**src/rtl/spi_reg_bridge_pkg.sv**
```systemverilog
// spi_bridge_pkg: shared types and constants for the SPI register bridge.
//   state_e        frame-level FSM states
//   RW_BIT         command-byte bit selecting read (1) or write (0)
//   FRAME_BITS     SCLK rises in a complete frame (command + data byte)
//   CNT_W          width of the SCLK rise counter
//   abortable()    states in which a CS_n deassertion aborts the frame
package spi_bridge_pkg;

  typedef enum logic [2:0] {
    ST_IDLE,
    ST_CMD,
    ST_RD_REQ,
    ST_RD_LOAD,
    ST_RDATA,
    ST_WDATA,
    ST_WR,
    ST_DONE
  } state_e;

  localparam int RW_BIT     = 7;
  localparam int FRAME_BITS = 16;
  localparam int CNT_W      = $clog2(FRAME_BITS + 1);

  // WR and DONE are past the point of no return: the frame has already
  // been fully received, so a CS_n rise there is a normal frame end.
  function automatic logic abortable(input state_e s);
    return (s == ST_CMD) || (s == ST_WDATA) || (s == ST_RD_REQ) ||
           (s == ST_RD_LOAD) || (s == ST_RDATA);
  endfunction

endpackage

```
**src/rtl/spi_reg_bridge_sync_edge.sv**
```systemverilog
// sync_edge: two-flop synchroniser for an asynchronous pin plus a history
// flop for single-cycle edge detection in the system clock domain.
//   clk_i   system clock
//   rst_ni  synchronous active-low reset (all flops clear to 0)
//   d_i     asynchronous input pin
//   q_o     synchronised level
//   rise_o  one-cycle pulse on a synchronised 0->1 transition
//   fall_o  one-cycle pulse on a synchronised 1->0 transition
module sync_edge (
  input  logic clk_i,
  input  logic rst_ni,
  input  logic d_i,
  output logic q_o,
  output logic rise_o,
  output logic fall_o
);

  logic meta_q, sync_q, hist_q;

  // Clearing to 0 matters for CS_n: a stale 1 after reset would look like
  // an idle bus and re-arm the bridge in the middle of a host frame.
  always_ff @(posedge clk_i) begin
    if (!rst_ni) begin
      meta_q <= 1'b0;
      sync_q <= 1'b0;
      hist_q <= 1'b0;
    end else begin
      meta_q <= d_i;
      sync_q <= meta_q;
      hist_q <= sync_q;
    end
  end

  assign q_o    = sync_q;
  assign rise_o = sync_q & ~hist_q;
  assign fall_o = ~sync_q & hist_q;

endmodule

```
**src/rtl/spi_reg_bridge.sv**
```systemverilog
// spi_reg_bridge: SPI mode-0 slave (MSB first) that decodes two-byte host
// frames into single-cycle register strobes for reg_file. The SPI pins are
// oversampled on the system clock; nothing runs on SCLK.
//   clock, reset_n   system clock, synchronous active-low reset
//   spi_sclk/cs_n/mosi  asynchronous host pins; spi_miso slave data out
//   address, wr_data held register address / write data
//   write_en, read_en   one-cycle strobes toward reg_file
//   rd_data             reg_file read data, valid the cycle after read_en
//   frame_err           one-cycle pulse when a frame is aborted
// Frame: byte 0 = {R/W, reserved, addr[5:0]}; byte 1 = write data on MOSI
// or read data on MISO.
module spi_reg_bridge
  import spi_bridge_pkg::*;
#(
  parameter int ADDR_W = 6,
  parameter int DATA_W = 8
) (
  input  logic              clock,
  input  logic              reset_n,
  input  logic              spi_sclk,
  input  logic              spi_cs_n,
  input  logic              spi_mosi,
  output logic              spi_miso,
  output logic [ADDR_W-1:0] address,
  output logic              write_en,
  output logic [DATA_W-1:0] wr_data,
  output logic              read_en,
  input  logic [DATA_W-1:0] rd_data,
  output logic              frame_err
);

  logic sclk_lvl, sclk_rise, sclk_fall;
  logic cs_lvl, cs_rise, cs_fall;

  sync_edge u_sclk_sync (
    .clk_i  (clock),
    .rst_ni (reset_n),
    .d_i    (spi_sclk),
    .q_o    (sclk_lvl),
    .rise_o (sclk_rise),
    .fall_o (sclk_fall)
  );

  sync_edge u_cs_sync (
    .clk_i  (clock),
    .rst_ni (reset_n),
    .d_i    (spi_cs_n),
    .q_o    (cs_lvl),
    .rise_o (cs_rise),
    .fall_o (cs_fall)
  );

  // Framing works from the CS_n level; its edges are not needed.
  logic unused_sync;
  assign unused_sync = sclk_lvl ^ cs_rise ^ cs_fall;

  // MOSI only needs the synchroniser; it is sampled on SCLK rise detects,
  // which share the same two-flop latency.
  logic mosi_meta_q, mosi_sync_q;

  always_ff @(posedge clock) begin
    if (!reset_n) begin
      mosi_meta_q <= 1'b0;
      mosi_sync_q <= 1'b0;
    end else begin
      mosi_meta_q <= spi_mosi;
      mosi_sync_q <= mosi_meta_q;
    end
  end

  state_e            state_q;
  logic              armed_q;
  logic [CNT_W-1:0]  cnt_q;
  logic [DATA_W-1:0] sh_q;
  logic [DATA_W-1:0] miso_sh_q;
  logic [ADDR_W-1:0] address_q;
  logic [DATA_W-1:0] wr_data_q;
  logic              write_en_q, read_en_q, miso_q, frame_err_q;

  // Byte value including the bit arriving on this SCLK rise.
  logic [DATA_W-1:0] byte_d;
  assign byte_d = {sh_q[DATA_W-2:0], mosi_sync_q};

  always_ff @(posedge clock) begin
    if (!reset_n) begin
      state_q     <= ST_IDLE;
      armed_q     <= 1'b0;
      cnt_q       <= '0;
      sh_q        <= '0;
      miso_sh_q   <= '0;
      address_q   <= '0;
      wr_data_q   <= '0;
      write_en_q  <= 1'b0;
      read_en_q   <= 1'b0;
      miso_q      <= 1'b0;
      frame_err_q <= 1'b0;
    end else begin
      write_en_q  <= 1'b0;
      read_en_q   <= 1'b0;
      frame_err_q <= 1'b0;

      // Only an observed idle bus arms the bridge, so a reset released
      // with CS_n low never picks up the tail of the interrupted frame.
      if (cs_lvl) armed_q <= 1'b1;

      // Abort takes priority over a same-cycle SCLK rise, so a CS_n rise
      // coinciding with the 16th rise still suppresses the write.
      if (cs_lvl && abortable(state_q)) begin
        state_q     <= ST_IDLE;
        frame_err_q <= 1'b1;
        miso_q      <= 1'b0;
      end else begin
        case (state_q)
          ST_IDLE: begin
            miso_q <= 1'b0;
            if (armed_q && !cs_lvl) begin
              state_q <= ST_CMD;
              cnt_q   <= '0;
              sh_q    <= '0;
            end
          end

          ST_CMD: begin
            miso_q <= 1'b0;
            if (sclk_rise) begin
              sh_q  <= byte_d;
              cnt_q <= cnt_q + CNT_W'(1);
              if (cnt_q == CNT_W'(DATA_W - 1)) begin
                address_q <= byte_d[ADDR_W-1:0];
                // read_en is set on the transition so it is high during
                // RD_REQ, one cycle after the 8th rise is detected.
                if (byte_d[RW_BIT]) begin
                  state_q   <= ST_RD_REQ;
                  read_en_q <= 1'b1;
                end else begin
                  state_q <= ST_WDATA;
                end
              end
            end
          end

          ST_RD_REQ: begin
            miso_q  <= 1'b0;
            state_q <= ST_RD_LOAD;
          end

          ST_RD_LOAD: begin
            miso_sh_q <= rd_data;
            miso_q    <= rd_data[DATA_W-1];
            state_q   <= ST_RDATA;
          end

          ST_RDATA: begin
            if (sclk_rise) begin
              cnt_q <= cnt_q + CNT_W'(1);
              if (cnt_q == CNT_W'(FRAME_BITS - 1)) begin
                state_q <= ST_DONE;
                miso_q  <= 1'b0;
              end
            end else if (sclk_fall && (cnt_q > CNT_W'(DATA_W))) begin
              // The MSB was driven at load time and must survive the fall
              // right after the 8th rise; only later falls advance MISO.
              miso_sh_q <= {miso_sh_q[DATA_W-2:0], 1'b0};
              miso_q    <= miso_sh_q[DATA_W-2];
            end
          end

          ST_WDATA: begin
            miso_q <= 1'b0;
            if (sclk_rise) begin
              sh_q  <= byte_d;
              cnt_q <= cnt_q + CNT_W'(1);
              if (cnt_q == CNT_W'(FRAME_BITS - 1)) begin
                wr_data_q  <= byte_d;
                write_en_q <= 1'b1;
                state_q    <= ST_WR;
              end
            end
          end

          ST_WR: begin
            miso_q  <= 1'b0;
            state_q <= ST_DONE;
          end

          ST_DONE: begin
            miso_q <= 1'b0;
            if (cs_lvl) state_q <= ST_IDLE;
          end

          default: begin
            miso_q  <= 1'b0;
            state_q <= ST_IDLE;
          end
        endcase
      end
    end
  end

  assign spi_miso  = miso_q;
  assign address   = address_q;
  assign write_en  = write_en_q;
  assign wr_data   = wr_data_q;
  assign read_en   = read_en_q;
  assign frame_err = frame_err_q;

endmodule

```
**config.mk**
```make
export PLATFORM = sky130hd
export DESIGN_NAME = spi_reg_bridge
export DESIGN_NICKNAME = d
export VERILOG_FILES = /design/src/rtl/spi_reg_bridge_pkg.sv /design/src/rtl/spi_reg_bridge_sync_edge.sv /design/src/rtl/spi_reg_bridge.sv
export SDC_FILE = /design/constraint.sdc
export NUM_CORES = 1
export LEC_CHECK = 0
export ABC_AREA = 1
export CORE_MARGIN = 2
export CORE_UTILIZATION = 30
export DETAILED_ROUTE_END_ITERATION = 12
export PLACE_DENSITY = 0.57
export SLEW_MARGIN = 5
export SYNTH_ARGS = -nofsm -noshare
export SYNTH_HDL_FRONTEND = slang
export SYNTH_HIERARCHICAL = 1
export SYNTH_SLANG_ARGS = --single-unit
```
**constraint.sdc**
```tcl
create_clock -name clock -period 3.9 [get_ports clock]
set_clock_uncertainty 0.2 [all_clocks]
set_input_delay 0.585 -clock clock [delete_from_list [all_inputs] [get_ports clock]]
set_output_delay 0.585 -clock clock [all_outputs]
set_load 0.01 [all_outputs]
```
## After elaboration in Yosys (flattened, before gate mapping)

Index checks and enable logic that the tools add are counted.

| operators by class | value |
|---|---|
| add/sub/neg operators | 1 |
| bitwise operators | 10 |
| magnitude comparators | 1 |
| reductions and logical operators | 25 |
| equality and inequality tests | 23 |
| multiplexer cells | 26 |

Operator list:

| kind | number |
|---|---|
| 2-to-1 mux 7 bit | 4 |
| case mux 7 bit (2 select lines) | 2 |
| 2-to-1 mux 3 bit | 9 |
| case mux 3 bit (8 select lines) | 1 |
| AND reduction 4 bit | 5 |
| inequality test 2 x 1 -> 1 bit (second input constant) | 7 |
| == test 3 bit (second input constant) | 4 |
| 2-to-1 mux 5 bit | 2 |
| inequality test 2 bit (second input constant) | 5 |
| case mux 5 bit (2 select lines) | 1 |
| inverter 1 bit | 8 |
| AND reduction 8 bit | 1 |
| == test 3 x 2 -> 1 bit (second input constant) | 2 |
| 2-to-1 mux 1 bit | 6 |
| inequality test 3 x 2 -> 1 bit (second input constant) | 2 |
| nonzero test 2 bit | 3 |
| OR reduction 6 bit | 1 |
| adder 5 x 1 -> 5 bit (second input constant) | 1 |
| == test 5 x 3 -> 1 bit (second input constant) | 1 |
| == test 5 x 4 -> 1 bit (second input constant) | 1 |
| > comparator 5 x 4 -> 1 bit (second input constant) | 1 |
| OR reduction 5 bit | 1 |
| logical OR 1 bit | 4 |
| OR reduction 2 bit | 2 |
| 9 further kinds | 12 |

| storage, ports and cells | value |
|---|---|
| register bits | 48 |
| input port bits | 13 |
| logic and storage cells | 104 |
| output and inout bits | 18 |

## Depth between registers and ports, before layout

Gate-level depths: netlist of the first run.

| depth | value |
|---|---|
| word-level depth | 8 |
| depth in mapped cells | 12 |

## Modules after synthesis

The synthesis of the first run kept the hierarchy.

By module, submodules not included:

| module | cells an instance | instances | area each (um^2) |
|---|---|---|---|
| spi_reg_bridge | 329 | 1 | 2258.4 |
| sync_edge | 13 | 2 | 100.1 |

## Least setup slack after synthesis of the first run

No wires, ideal clock.

| path | value |
|---|---|
| path type | flip-flop to flip-flop |
| start | register cnt_q[1] |
| end | register wr_data_q[0] (netlist: wr_data[0]) |
| required time | 3584 ps |
| clock period less this slack | 1691 ps |
| setup time | 116 ps |
| arrival time | 1375 ps |
| cell stages (with the launch flop) | 10 |
| path slack | 2209 ps |
| path through | dfxtp_1 -> ha_1 -> nand2_1 -> nor2_1 -> ha_1 -> nand2_1 -> nor3_1 -> nand2_2 -> o21ai_0 -> nor2_1 |

| on the way | value |
|---|---|
| cells in the longest elaborated chain, start to end | 2 |

Ends and longest elaborated chain:

| element | RTL line | source |
|---|---|---|
| start, declared | spi_reg_bridge.sv:73 | `logic [CNT_W-1:0] cnt_q;` |
| start signal, assigned | spi_reg_bridge.sv:127 | `cnt_q <= cnt_q + CNT_W'(1);` |
| start signal, assigned | spi_reg_bridge.sv:155 | `cnt_q <= cnt_q + CNT_W'(1);` |
| start signal, assigned | spi_reg_bridge.sv:172 | `cnt_q <= cnt_q + CNT_W'(1);` |
| == test 5 x 4 -> 1 bit | spi_reg_bridge.sv:173 | `if (cnt_q == CNT_W'(FRAME_BITS - 1)) begin` |
| AND reduction 4 bit (no source line) | -- |  |
| end signal, assigned | spi_reg_bridge.sv:174 | `wr_data_q <= byte_d;` |
| end, declared | spi_reg_bridge.sv:77 | `logic [DATA_W-1:0] wr_data_q;` |

Every way passes these cells.
A chain may end at the register's enable or synchronous reset.

## Worst setup path after layout of the first run

| path | value |
|---|---|
| start | register state_q[2] |
| end | register cnt_q[4] |

| on the way | value |
|---|---|
| cells in the longest elaborated chain, start to end | 8 |
| elaborated cells on any way between the ends | 18 |
| those cells by class | eq/ne (7); mux (1); bitwise (1); reduce/logical (9) |

Ends and longest elaborated chain:

| element | RTL line | source |
|---|---|---|
| start, declared | spi_reg_bridge.sv:71 | `state_e state_q;` |
| start signal, assigned | spi_reg_bridge.sv:86 | `state_q <= ST_IDLE;` |
| start signal, assigned | spi_reg_bridge.sv:109 | `state_q <= ST_IDLE;` |
| start signal, assigned | spi_reg_bridge.sv:117 | `state_q <= ST_CMD;` |
| == test 3 x 1 -> 1 bit or == test 3 bit (tied branches) | spi_reg_bridge_pkg.sv:27, spi_reg_bridge.sv:113 |  |
| logical OR 1 bit (3 in series) | spi_reg_bridge_pkg.sv:27 | `return (s == ST_CMD) \|\| (s == ST_WDATA) \|\| (s == ST_RD_REQ) \|\|` |
| logical OR 1 bit | spi_reg_bridge_pkg.sv:28 | `(s == ST_RD_LOAD) \|\| (s == ST_RDATA);` |
| logical AND 1 bit | spi_reg_bridge.sv:108 | `if (cs_lvl && abortable(state_q)) begin` |
| inverter 1 bit (no source line) | -- |  |
| AND reduction 4 bit (no source line) | -- |  |

Parallel ways exist; a longest one is shown, timed or not.

==> results.md, run 1 <==
* Status: finished clean
* Commonest non-fill, non-tap cell in the layout: nand2_1
* Design Area, Final at ~0.0029 mm2
* Total gr overflow at 0
* Post-Place Worst Slack at about 1800 ps
* Cells on worst reg2reg path at 6
* Sink Count at 48
* Die Wd at 93.7 um
* NumNets Final at slightly below 400
* Num ports at 31
* Detailed placer's ending HPWL at 3560 um
* H-tree levels at 2
* Final WL at 4880 um
* Power Density at roughly 590 mW/mm2
* Vias/cell at 4.43
* Fmax at between 400 and 500 MHz
* Yosys warns at 6
* Syn Area/Cell at 6.94 um2
* Initial antenna violation count at 0
* Port Buffer Count at 30
* Resized Gates After CTS at 0
* Least-Margin Pin Slew at about 860 ps
* Syn nets at 364
* Area grow syn2layout at 18.7%
* GR Util All Layers at 11.7%
* Peak VDD IR at 0.204 mV
* Crit path to: cnt_q[4]$_SDFFE_PN0P_
* Reg-to-reg endpoint: cnt_q[4]$_SDFFE_PN0P_
* Layout cells sized above 1 at ~8.8%
* Drt first pass iters at 4
* Via count at 2,119
* Static Leak at 1.31 nW
* Worst-path fanout max at 17
* First-pass GRT wire length at 8170 um
* Post-DRT Antenna Nets at 0
* Reg2reg start: state_q[2]$_SDFFE_PP0P_
* Hold crit path type: reg -> reg
* Initial DRC Count at 101
* Starting Density at a little under a third
* Placer Congestion at 0.934
* Most frequent cells in the layout: nand2_1, nor2_1, dfxtp_1
* Setup repair bufs after CTS at 0
* Core area at around 0.0078 mm2
* CP Data Arrival Time at about 2100 ps
* Final Util at between 30% and 40%
* Period utilization at a little over half
* Inserted Clock Buffers at 5
* Post-Route Setup TNS at 0 ps
* CTS max path bufs at 2
* Cell Count, Final, Fillers Out at 478
* Root buffer cell: clkbuf_8
* Number of core rows at 32
* Final Max Slew Viols at 0
* Largest net degree at the start of global routing at 37
* Max-cap violations at 0
* Placed Cells at 470
* Critical path type: reg -> reg
* Die ar. at 0.00878 mm2
* Routed length per instance at 10.2 um
* Required time of the critical path at about 3900 ps
* Worst-path clk slew at 90 ps
* Mapped Area at approximately 0.0024 mm2
* Hold WS at 218 ps
* Clock latency on the worst-skew pair at 310 ps
* Critical Path End Type: flip-flop
* Worst reg2reg setup slack at 1840 ps
* # hold bufs at CTS at 0
* Residual DRC at 0
* Cells after synthesis at between 300 and 400
* Fillers at between 800 and 900
* Ant diodes at 0
* Slew margin rel. at between 40 and 50%
* Post-place instance area at 0.00275 mm2
* Total power at 1.68 mW
* Die height at 93.7 um
* RSZ-0062 raised after global routing: false
* Vias in the first global route at 1,860
* Beginning of the critical path: state_q[2]$_SDFFE_PP0P_
* CTS tree: built
* Hold Violations, Final at 0
* Setup violators final at 0
* Final Critical Period at 2060 ps
* PnR worst setup slack at roughly 1800 ps
* Setup crit start kind: flip-flop
==> registers in the layout, indices dropped and copies added (netlist names) <==
| name | flops |
|---|---|
| u_sclk_sync/meta_q | 1 |
| u_sclk_sync/hist_q | 1 |
| u_cs_sync/q_o | 1 |
| wr_data | 8 |
| armed_q | 1 |
| read_en | 1 |
| u_sclk_sync/q_o | 1 |
| address | 6 |
| mosi_sync_q | 1 |
| mosi_meta_q | 1 |
| write_en | 1 |
| spi_miso | 1 |
| sh_q | 7 |
| cnt_q | 5 |
| state_q | 3 |
| miso_sh_q | 7 |
| u_cs_sync/meta_q | 1 |
| frame_err | 1 |
==> worst min-delay path by stage <==
stage	start	to	slack [ps]	cells after the start
floorplan	u_cs_sync/meta_q$_SDFF_PN0_	u_cs_sync/q_o$_SDFF_PN0_	190	2
global placement	u_sclk_sync/meta_q$_SDFF_PN0_	u_sclk_sync/q_o$_SDFF_PN0_	190	2
detailed placement	u_sclk_sync/meta_q$_SDFF_PN0_	u_sclk_sync/q_o$_SDFF_PN0_	200	2
CTS	u_sclk_sync/meta_q$_SDFF_PN0_	u_sclk_sync/q_o$_SDFF_PN0_	220	2
global route	u_sclk_sync/meta_q$_SDFF_PN0_	u_sclk_sync/q_o$_SDFF_PN0_	250	2
finish	u_sclk_sync/meta_q$_SDFF_PN0_	u_sclk_sync/q_o$_SDFF_PN0_	220	2
==> routing by layer <==
| layer | wire length [um] | vias up | part of all wire (%) | GRT usage (%) |
|---|---|---|---|---|
| met1 | 2360 | 941 | 48 | 14.4 |
| met2 | 2230 | 40 | 46 | 19.2 |
| met4 | 94 | 0 | 1.9 | 5.68 |
| met3 | 198 | 8 | 4.1 | 2.81 |
| met5 | 0 | - | 0 | 0 |
| li1 | - | 1130 | - | - |
==> critical path: stages, from the launching register on <==
cell     delay, ps
dfxtp_1        890
inv_1          200
nand2_1        120
nand3_1        150
nand3_1        210
o21ai_0        100
nor2_1         130
==> cell type report <==
type                    instances  area (um2)  area share, %
inverters                      50         195           6.81
flip-flops and latches         48         961           33.5
multi-input cells             239        1160           40.4
well taps                     102         128           4.45
clock inverters                 3        46.3           1.62
clock buffers                   5        68.8           2.40
repair buffers                 31         308           10.7
==> power breakdown <==
group          total [mW]  internal, mW  switching (mW)  leakage [nW]
combinational       0.655         0.235           0.420         0.862
sequential          0.657         0.554           0.102         0.390
clock               0.374         0.193           0.180        0.0548
Note: power is estimated with default switching activity, not from simulation.
==> run 2, diff against run 1 <==
==> constraint.sdc (replaced) <==
create_clock -name clock -period 2 [get_ports clock]
set_clock_uncertainty 0.2 [all_clocks]
set_input_delay 0.3 -clock clock [delete_from_list [all_inputs] [get_ports clock]]
set_output_delay 0.3 -clock clock [all_outputs]
set_load 0.01 [all_outputs]
==> run 2 against run 1 <==
Net effect:
- sequential power grew 80%
- worst setup slack lost 1700 ps
- cell area rose by 3.4%
- highest routed layer unchanged
==> results.md, run 2 (same netlist as run 1, synthesis figures left out) <==
* Status: finished clean
* Setup crit start kind: flip-flop
* Placer Congestion at 0.790 (-15%)
* Design Area, Final at 0.00296 mm2 (+3.4%)
* Slowest cell on the critical path: dfxtp_2
* Inserted Clock Buffers at 5 (unchanged)
* Worst-path fanout max at 5 (-12)
* Most frequent cells in the layout: nand2_1, nor2_1, dfxtp_1
* GR Util met1 at 15.6% (+1.2 points)
* GRT busiest layer: met2
* Hold crit path type: reg -> reg
* Reg power frac at 33.7% (-5.3 points)
* Detailed placer's ending HPWL at 3670 um (+3.0%)
* Via count at 2,118 (-0.047%)
* Cells on worst reg2reg path at 9 (+3)
* Slowest stage delay, CP at 360 ps (-530 ps)
* Total gr overflow at 0 (unchanged)
* Hold_sp: mosi_meta_q$_SDFF_PN0_
* Residual DRC at 0 (unchanged)
* M3 GR Usage at 2.57% (-0.24 points)
* Final Max Slew Viols at 0 (unchanged)
* Least-Margin Pin Slew at 369 ps (-488 ps)
* Required time of the critical path at 2010 ps (-1930 ps)
* Post-DRT Antenna Nets at 0 (unchanged)
* Period utilization at 91.7% (+39 points)
* CP Data Arrival Time at 1840 ps (-260 ps)
* Die ar. at 0.00878 mm2 (unchanged)
* Area grow syn2layout at 22.8%
* Largest register FFs at 8 (unchanged)
* Die height at 93.7 um (unchanged)
* H-tree levels at 2 (unchanged)
* Cell mode on critical path: nand2_1
* Final Critical Period at 1830 ps (-225 ps)
* Layout cells sized above 1 at 11.5% (+2.7 points)
* Commonest non-fill, non-tap cell in the layout: nand2_1
* Hold path endpoint: mosi_sync_q$_SDFF_PN0_
* Fmax at 545 MHz (+12%)
* First-pass GRT wire length at 8840 um (+8.2%)
* Post-Route Setup TNS at 0 ps (unchanged)
* Sink Count at 48 (unchanged)
* NetSw at 1.40 mW (+99%)
* Worst reg2reg setup slack at 170 ps (-1670 ps)
* Root buffer cell: clkbuf_8
* CTS tree: built
* GR Util All Layers at 12.5% (+0.78 points)
* Starting Density at 31.1% (unchanged)
* Switching Share at 40.0% (-1.7 points)
* Die Wd at 93.7 um (unchanged)
* Hold depth at 2 (unchanged)
* Reg2reg start: cnt_q[0]$_SDFFE_PN0P_
* Setup violators final at 0 (unchanged)
* Number of core rows at 32 (unchanged)
* Initial DRC Count at 102 (+0.99%)
* RSZ-0062 raised after global routing: true
* Cell Count, Final, Fillers Out at 486 (+1.7%)
* Post-place instance area at 0.00280 mm2 (+1.9%)
* Core area at 0.00777 mm2 (unchanged)
* Ant diodes at 0 (unchanged)
* Vias/cell at 4.36 (-1.7%)
* Peak VDD IR at 0.478 mV (+130%)
* Comb pwr share at 42.0% (+3.1 points)
* M2 GR Usage at 21.6% (+2.4 points)
* Vias in the first global route at 2,019 (+8.5%)
* Final WL at 4970 um (+1.8%)
* Clock Power Share at 24.3% (+2.1 points)
* Placed Cells at 477 (+1.5%)
* Max-cap violations at 0 (unchanged)
* Cell internal pwr at 2.10 mW (+110%)
* Initial antenna violation count at 0 (unchanged)
* Critical path type: reg -> reg
* Worst-path clk slew at 100 ps (about the same)
* Largest net degree at the start of global routing at 17 (-54%)
* Setup repair bufs after CTS at 0 (unchanged)
* Routed length per instance at 10.2 um (about the same)
* Port Buffer Count at 30 (unchanged)
* Critical Path End Type: flip-flop
* Power Density at 1180 mW/mm2 (+100%)
* Drt first pass iters at 4 (unchanged)
* Clock latency on the worst-skew pair at 300 ps (about the same)
* Num ports at 31 (unchanged)
* Static Leak at 1.37 nW (+4.9%)
* Reg-to-reg endpoint: wr_data[6]$_SDFFE_PN0P_
* Crit path cell chain: ha_1, nand2_1, nor2_1, ha_1, nand2_1, nor3_4, nand2_1, o21ai_0, nor2_1
* Slew margin rel. at 75.4% (+33 points)
* Hold Violations, Final at 0 (unchanged)
* CTS max path bufs at 2 (unchanged)
* NumNets Final at 399 (+2.0%)
==> run 2: cell count changes in the layout (fill, tap and decap cells not counted), sizes merged <==
cell      delta
buf          +7
bufinv       +1
clkinvlp     -1
nand2        +1
==> run 2: worst max-delay path: cells and delay by family (launching register included) <==
family,cells,cell delay [ps]
AOI/OAI and AO/OA,1,190
and+or+nand+nor,6,660
DFF,1,360
adders and majority gates,2,360
==> run 2: stage by stage <==
stage | util, % | total power, mW | hold slack (ps) | setup WS (ps)
final | 38.1 | 3.50 | 217 | 166
after global routing | 38.1 | 3.81 | 253 | -16.2
after CTS | 37.9 | 3.52 | 218 | 80.2
after detailed placement | 36.1 | 2.65 | 195 | 109
after global placement | 36.1 | 2.64 | 197 | 170
after floorplan | - | 2.41 | 190 | 309
==> run 2: worst max-delay path by stage <==
stage	startpoint	to	slack, ps
after floorplan	cnt_q[1]$_SDFFE_PN0P_	wr_data[0]$_SDFFE_PN0P_	310
after global placement	cnt_q[1]$_SDFFE_PN0P_	wr_data[0]$_SDFFE_PN0P_	170
after detailed placement	cnt_q[1]$_SDFFE_PN0P_	wr_data[3]$_SDFFE_PN0P_	110
after CTS	cnt_q[1]$_SDFFE_PN0P_	wr_data[3]$_SDFFE_PN0P_	80
after global routing	cnt_q[0]$_SDFFE_PN0P_	wr_data[5]$_SDFFE_PN0P_	-20
final	cnt_q[0]$_SDFFE_PN0P_	wr_data[6]$_SDFFE_PN0P_	170
==> run 2: power groups by stage <==
stage / clock network [mW] / logic [mW] / registers [mW]
after floorplan: 0 / 1.25 / 1.16
after CTS: 0.880 / 1.46 / 1.18
after global placement: 0 / 1.44 / 1.20
after global routing: 0.915 / 1.70 / 1.20
after detailed placement: 0 / 1.45 / 1.20
final: 0.852 / 1.47 / 1.18
==> run 2: layer usage <==
| layer | routed length, um | vias to the layer above |
|---|---|---|
| met2 | 2280 | 28 |
| met5 | 0 | - |
| met4 | 64 | 0 |
| li1 | - | 1139 |
| met1 | 2430 | 945 |
| met3 | 187 | 6 |
==> run 2: area by class of cell <==
type                            instances  area [um2]
Clock buffer                            5        68.8
Clock inverter                          3        68.8
Fill cell                             828        4800
Inverter                               50         198
Multi-Input combinational cell        240        1180
Sequential cell                        48         963
Tap cell                              102         128
Timing Repair Buffer                   38         360
==> run 2: what timing repair did <==
item	4_1_cts	5_1_grt
setup endpoints to repair	0	11
gates resized for setup	0	11
hold buffers	0	0
